$ cat src/rtl/ctrl_pkg.sv
// Shared encodings for the multi-cycle main controller: FSM states, opcodes
// and the datapath mux/ALU select codes it drives.
package ctrl_pkg;

    typedef enum logic [3:0] {
        S_FETCH,
        S_DECODE,
        S_MEMADR,
        S_MEMREAD,
        S_MEMWB,
        S_MEMWRITE,
        S_EXECR,
        S_EXECI,
        S_ALUWB,
        S_BRANCH,
        S_JAL
    } state_t;

    localparam logic [6:0] OP_LOAD   = 7'b0000011;
    localparam logic [6:0] OP_STORE  = 7'b0100011;
    localparam logic [6:0] OP_R      = 7'b0110011;
    localparam logic [6:0] OP_I      = 7'b0010011;
    localparam logic [6:0] OP_BRANCH = 7'b1100011;
    localparam logic [6:0] OP_JAL    = 7'b1101111;

    localparam logic [2:0] ALU_ADD = 3'b000;
    localparam logic [2:0] ALU_SUB = 3'b001;
    localparam logic [2:0] ALU_AND = 3'b010;
    localparam logic [2:0] ALU_OR  = 3'b011;
    localparam logic [2:0] ALU_SLT = 3'b101;

    localparam logic [1:0] ALUOP_ADD   = 2'b00;
    localparam logic [1:0] ALUOP_SUB   = 2'b01;
    localparam logic [1:0] ALUOP_FUNCT = 2'b10;

    localparam logic [1:0] RES_ALUOUT = 2'b00;
    localparam logic [1:0] RES_READ   = 2'b01;
    localparam logic [1:0] RES_ALURES = 2'b10;

    localparam logic [1:0] SRCA_PC    = 2'b00;
    localparam logic [1:0] SRCA_OLDPC = 2'b01;
    localparam logic [1:0] SRCA_RS1   = 2'b10;

    localparam logic [1:0] SRCB_RS2  = 2'b00;
    localparam logic [1:0] SRCB_IMM  = 2'b01;
    localparam logic [1:0] SRCB_FOUR = 2'b10;

    localparam logic [1:0] IMM_I = 2'b00;
    localparam logic [1:0] IMM_S = 2'b01;
    localparam logic [1:0] IMM_B = 2'b10;
    localparam logic [1:0] IMM_J = 2'b11;

    function automatic logic [1:0] imm_sel(input logic [6:0] op);
        case (op)
            OP_STORE:  imm_sel = IMM_S;
            OP_BRANCH: imm_sel = IMM_B;
            OP_JAL:    imm_sel = IMM_J;
            default:   imm_sel = IMM_I;
        endcase
    endfunction

    function automatic logic op_legal(input logic [6:0] op);
        op_legal = (op == OP_LOAD) || (op == OP_STORE) || (op == OP_R) ||
                   (op == OP_I) || (op == OP_BRANCH) || (op == OP_JAL);
    endfunction

endpackage

$ cat src/rtl/mc_ctrl_aludec.sv
// ALU control decoder: maps the controller's ALUOp plus the instruction's
// funct fields onto the ALU operation select.
module ALUdec
    import ctrl_pkg::*;
(
    input  logic [1:0] i_alu_op,
    input  logic [2:0] i_funct3,
    input  logic       i_funct7b5,
    input  logic       i_op_r,
    output logic [2:0] o_alu_ctrl
);

    always_comb begin
        o_alu_ctrl = ALU_ADD;
        case (i_alu_op)
            ALUOP_SUB: o_alu_ctrl = ALU_SUB;
            ALUOP_FUNCT: begin
                case (i_funct3)
                    // addi has no subtract form, so funct7 only matters for R-type
                    3'b000:  o_alu_ctrl = (i_funct7b5 && i_op_r) ? ALU_SUB : ALU_ADD;
                    3'b010:  o_alu_ctrl = ALU_SLT;
                    3'b110:  o_alu_ctrl = ALU_OR;
                    3'b111:  o_alu_ctrl = ALU_AND;
                    default: o_alu_ctrl = ALU_ADD;
                endcase
            end
            default: o_alu_ctrl = ALU_ADD;
        endcase
    end

endmodule

$ cat src/rtl/mc_ctrl.sv
// Multi-cycle main controller: sequences fetch/decode/execute/memory/writeback
// over the shared datapath, stalling on the memory-ready handshake.
module mc_ctrl
    import ctrl_pkg::*;
(
    input  logic       clk,
    input  logic       rst_n,
    input  logic [6:0] Op,
    input  logic [2:0] funct3,
    input  logic [6:0] funct7,
    input  logic       EQ,
    input  logic       mem_ready,
    output logic       PCWrite,
    output logic       AdrSrc,
    output logic       MemWrite,
    output logic       IRWrite,
    output logic [1:0] ResultSrc,
    output logic [1:0] ALUSrcA,
    output logic [1:0] ALUSrcB,
    output logic [2:0] ALUctrl,
    output logic [1:0] ImmSrc,
    output logic       RegWrite,
    output logic       instr_done,
    output logic       illegal
);

    state_t     r_state;
    logic [1:0] w_alu_op;
    logic       w_pc_write;
    logic       w_mem_write;
    logic       w_ir_write;
    logic       w_reg_write;
    logic       w_unused;

    assign w_unused = ^{funct7[6], funct7[4:0]};

    always_ff @(posedge clk or negedge rst_n) begin
        if (!rst_n) begin
            r_state <= S_FETCH;
        end else begin
            case (r_state)
                S_FETCH:    if (mem_ready) r_state <= S_DECODE;
                S_DECODE: begin
                    case (Op)
                        OP_LOAD, OP_STORE: r_state <= S_MEMADR;
                        OP_R:              r_state <= S_EXECR;
                        OP_I:              r_state <= S_EXECI;
                        OP_BRANCH:         r_state <= S_BRANCH;
                        OP_JAL:            r_state <= S_JAL;
                        default:           r_state <= S_FETCH;
                    endcase
                end
                S_MEMADR:   r_state <= (Op == OP_STORE) ? S_MEMWRITE : S_MEMREAD;
                S_MEMREAD:  if (mem_ready) r_state <= S_MEMWB;
                S_MEMWRITE: if (mem_ready) r_state <= S_FETCH;
                S_EXECR,
                S_EXECI,
                S_JAL:      r_state <= (r_state == S_JAL || r_state == S_EXECR ||
                                        r_state == S_EXECI) ? S_ALUWB : S_FETCH;
                default:    r_state <= S_FETCH;
            endcase
        end
    end

    always_comb begin
        w_pc_write  = 1'b0;
        AdrSrc      = 1'b0;
        w_mem_write = 1'b0;
        w_ir_write  = 1'b0;
        ResultSrc   = RES_ALUOUT;
        ALUSrcA     = SRCA_PC;
        ALUSrcB     = SRCB_RS2;
        w_alu_op    = ALUOP_ADD;
        w_reg_write = 1'b0;
        instr_done  = 1'b0;
        illegal     = 1'b0;
        case (r_state)
            S_FETCH: begin
                ALUSrcB    = SRCB_FOUR;
                ResultSrc  = RES_ALURES;
                w_pc_write = mem_ready;
                w_ir_write = mem_ready;
            end
            S_DECODE: begin
                ALUSrcA = SRCA_OLDPC;
                ALUSrcB = SRCB_IMM;
                if (!op_legal(Op)) begin
                    illegal    = 1'b1;
                    instr_done = 1'b1;
                end
            end
            S_MEMADR: begin
                ALUSrcA = SRCA_RS1;
                ALUSrcB = SRCB_IMM;
            end
            S_MEMREAD: AdrSrc = 1'b1;
            S_MEMWB: begin
                ResultSrc   = RES_READ;
                w_reg_write = 1'b1;
                instr_done  = 1'b1;
            end
            S_MEMWRITE: begin
                AdrSrc      = 1'b1;
                w_mem_write = 1'b1;
                instr_done  = mem_ready;
            end
            S_EXECR: begin
                ALUSrcA  = SRCA_RS1;
                ALUSrcB  = SRCB_RS2;
                w_alu_op = ALUOP_FUNCT;
            end
            S_EXECI: begin
                ALUSrcA  = SRCA_RS1;
                ALUSrcB  = SRCB_IMM;
                w_alu_op = ALUOP_FUNCT;
            end
            S_ALUWB: begin
                w_reg_write = 1'b1;
                instr_done  = 1'b1;
            end
            S_BRANCH: begin
                ALUSrcA    = SRCA_RS1;
                ALUSrcB    = SRCB_RS2;
                w_alu_op   = ALUOP_SUB;
                w_pc_write = (funct3 == 3'b000) ? EQ :
                             (funct3 == 3'b001) ? ~EQ : 1'b0;
                instr_done = 1'b1;
            end
            S_JAL: begin
                ALUSrcA    = SRCA_OLDPC;
                ALUSrcB    = SRCB_FOUR;
                w_pc_write = 1'b1;
            end
            default: ;
        endcase
    end

    // Reset also masks the architectural write strobes, not only the state.
    assign PCWrite  = w_pc_write  & rst_n;
    assign IRWrite  = w_ir_write  & rst_n;
    assign MemWrite = w_mem_write & rst_n;
    assign RegWrite = w_reg_write & rst_n;
    assign ImmSrc   = imm_sel(Op);

    ALUdec u_aludec (
        .i_alu_op   (w_alu_op),
        .i_funct3   (funct3),
        .i_funct7b5 (funct7[5]),
        .i_op_r     (Op == OP_R),
        .o_alu_ctrl (ALUctrl)
    );

endmodule

$ cat config.mk
export PLATFORM = sky130hd
export DESIGN_NAME = mc_ctrl
export DESIGN_NICKNAME = d
export VERILOG_FILES = /design/src/rtl/ctrl_pkg.sv /design/src/rtl/mc_ctrl_aludec.sv /design/src/rtl/mc_ctrl.sv
export SDC_FILE = /design/constraint.sdc
export NUM_CORES = 1
export LEC_CHECK = 0
export CORE_UTILIZATION = 37
export CTS_CLUSTER_DIAMETER = 40
export DETAILED_ROUTE_END_ITERATION = 8
export PLACE_DENSITY_LB_ADDON = 0.1
export SLEW_MARGIN = 25
export SYNTH_ARGS = -nofsm -noshare
export SYNTH_HDL_FRONTEND = slang
export SYNTH_SLANG_ARGS = --single-unit
$ cat constraint.sdc
create_clock -name clk -period 2.15 [get_ports clk]
set_input_delay 0.3225 -clock clk [delete_from_list [all_inputs] [get_ports clk]]
set_output_delay 0.3225 -clock clk [all_outputs]
set_load 0.02 [all_outputs]
==> results.md <==
- Crit share post-route: a little over nine tenths
- Post-Synth Simple-Gate Area: between 40% and 50%
- Endpoint type of the worst setup path: output pin
- Main combinational cell family by area after synthesis: simple AND/OR/NAND/NOR gates
- CTS Hold Bufs: 0
- DRC viols: 0
- Post-synthesis register bit count: 4
- Complex-gate fraction of the synthesized area: approximately 22%
- R2R Path Start: r_state[3]
- Top FF cell, synth: dfrtp_1
- DRT iter0 DRCs: 27
- Routed length per instance: about 14 µm
- First-pass GRT wire length: about 3800 µm
- Total Nets Final: roughly 180
- Startpoint Class: input port
- Via density per instance: between 5 and 6
- HP Class: input port to flop
- Async SR Flop Fraction: 100%
- IO Pins: 39
- Cts bufs inserted: 3
- Peak supply drop: around 0.20 mV
- Min-Delay Endpoint: r_state[0]
- Reg2Reg Setup Slack: 0.76 ns
- Post-synthesis mux area share: under 10%
- RSZ-0062 raised after global routing: false
- Cell Area, Synth: about 660 µm²
- Core Box Area: ~0.0016 mm²
- Hold Crit Start: Op[2]
- CP Data Arrival Time: between 1.5 and 2 ns
- Syn. warnings: 0
- Outcome: complete, no violations
- Final Hold Vio Count: 0
- Largest net degree at the start of global routing: 18
- Largest regs: r_state x4
- XOR/XNOR share of the synthesized area: under 10%
- Row cnt: 14
- ANT nets after route: 0
- DIE AREA: roughly 0.0020 mm²
- IO buf count: 32
- Syn Nets: about 120
- Hold Path Stages: 3
- Initial antenna violation count: 0
- Maxcap violations: 0
- Worst flop-to-flop path endpoint: r_state[0]
- Area of the multi-input gates: around 560 µm²
- Clock Pin Slew Worst Setup and Hold Paths: 0.03 ns
- Unique masters post-synth: 39
- Peak fanout along the critical path: 4
- Total Routing Usage GR: 26.8%
- Post-Layout Cell Count: 166
- Number of vias in the routed layout: between 900 and 1000
- Worst-skew pair later-pin latency: about 0.23 ns
- DRT Pass-1 Iters: 6
- Area delta synth->final: 89.8%
- Total wire length: ~2400 µm
- Postcts setup bufs: 0
- Placer congestion estimate: 0.888
- Die span in x: 44.2 µm
- Clk sinks: 4
- EDFF count, synth: 0
- Reg with most FFs: r_state
- Slew at the pin with the worst max-slew slack: 0.277 ns
- R2R cell count: 4
- Register area: ~100 µm²
- Synth Instances: 93
- Post-synthesis adder-cell area fraction: between 3 and 4%
- Htree depth: 1
- Final critical-path required period: around 2.1 ns
- Placed insts: roughly 160
- TritonCTS clock tree: done
- Final setup fails: 0
- CP startpoint: Op[1]
- Mean post-synth cell area: between 7 and 8 µm²
- Lkg Pwr: a little over 0.7 nW
- Vias in the first global route: slightly below 900
- Crit Path Class: input port to output pin
- Post-DP HPWL: between 1500 and 2000 µm
- Worst EP required: ~1.8 ns
- Final Skew: ~0.000059 ns
- Share of cells above drive strength 1: around a third
- Power Density: between 300 and 400 mW/mm²
- Max-slew violations: 0
- Setup TNS: 0 ns
- Initial core utilization: about two fifths
- Seq/Total Area, Yosys: between 10% and 20%
- Max reg flops: 4
- Total grt overflow: 0
- Fillers: 124
- Worst slew margin: 81.3%
- Number of diodes: 0
- Clk root buf: clkbuf_4
- Peak Freq: approximately 480 MHz
- Vert. Die Dim: around 44 µm
- Maximum clock path buffer count: 2
metal layers:
metal | vias to the layer above | GRT usage (%) | routed length (µm)
met1 | 412 | 31.1 | 1010
met5 | - | 0 | 0
li1 | 454 | - | -
met2 | 37 | 49.4 | 1240
met3 | 4 | 3.27 | 122
met4 | 0 | 10.3 | 27
cells in the final DEF, fill, tap and decap left out, types with 3 or more instances in the layout:
master	count
nand2b_1	3
nand3_1	4
buf_4	28
dlygate4sd2_1	5
dfrtp_1	4
nand2_1	10
inv_1	5
nor3_1	3
nor3_2	3
dlymetal6s2s_1	12
clkdlybuf4s50_1	9
clkbuf_4	3
o21ai_0	6
a21oi_1	4
nor2_1	7
logic make-up (layout without fill, tap and decap cells):
logic type / count (synthesis) / after routing
buf+inv: 10 / 67
fa+ha+maj: 2 / 2
mux: 3 / 3
compound gates: 22 / 22
flops: 4 / 4
simple gates: 48 / 48
xor+xnor: 4 / 4
Yosys cell counts, types with 2 or more instances:
cell type	instances	area share (%)
a21oi_1	4	3.0
xor2_1	2	2.7
nand3_1	4	3.0
nand2_1	10	5.7
clkbuf_1	2	1.1
nor2b_1	3	2.8
xnor2_1	2	2.7
mux2i_1	2	3.0
buf_2	3	2.3
inv_1	5	2.8
nor4_1	2	1.9
ha_1	2	3.8
o21ai_0	7	5.3
o22ai_1	2	1.9
dfrtp_1	4	15
nor3_1	5	3.8
nor2_1	8	4.6
nand2b_1	4	3.8
and3_1	2	1.9
critical path, stage by stage:
cell,delay (ns)
clkdlybuf4s50_1,0.55
nand4b_1,0.26
nor3_2,0.25
dlygate4sd2_1,0.37
worst max-delay path by stage:
stage,slack (ns),endpoint,cells past startpoint
after detailed placement,-0.45,ALUctrl[0],6
after global routing,0.01,illegal,6
after CTS,-0.04,instr_done,6
after global placement,-0.43,ALUctrl[0],6
final,0.07,ImmSrc[1],4
after floorplan,0.12,ALUctrl[1],5
through the flow:
stage	worst slack [ns]	total power, mW	hold slack (ns)	cell area, µm²	utilization [%]
after CTS	-0.0397	0.469	0.483	1190	75.7
after detailed placement	-0.451	0.386	0.695	1180	74.8
after floorplan	0.116	0.231	0.0269	659	-
final	0.0739	0.468	0.469	1250	79.4
after global routing	0.0107	0.497	0.497	1250	79.4
after global placement	-0.429	0.378	0.691	1180	74.8
cell type report:
class,instances,share of cell area [%]
tap,16,1.60
inverter,5,1.50
multi-input combinational,79,45.1
timing repair buffer,59,42.0
clock buffer,3,1.80
sequential,4,8.00
where the power goes:
part           internal [mW]  switching, mW  total [mW]
clock network         0.0622         0.0273      0.0895
registers             0.0814        0.00545      0.0869
logic                  0.140          0.152       0.292
total                  0.283          0.185       0.468
repair_timing:
| action | 4_1_cts | 5_1_grt |
|---|---|---|
| resized for setup | 27 | 26 |
| setup endpoints to repair | 12 | 14 |
| pin swaps | 0 | 4 |
Power figures use the tool's default switching activity.
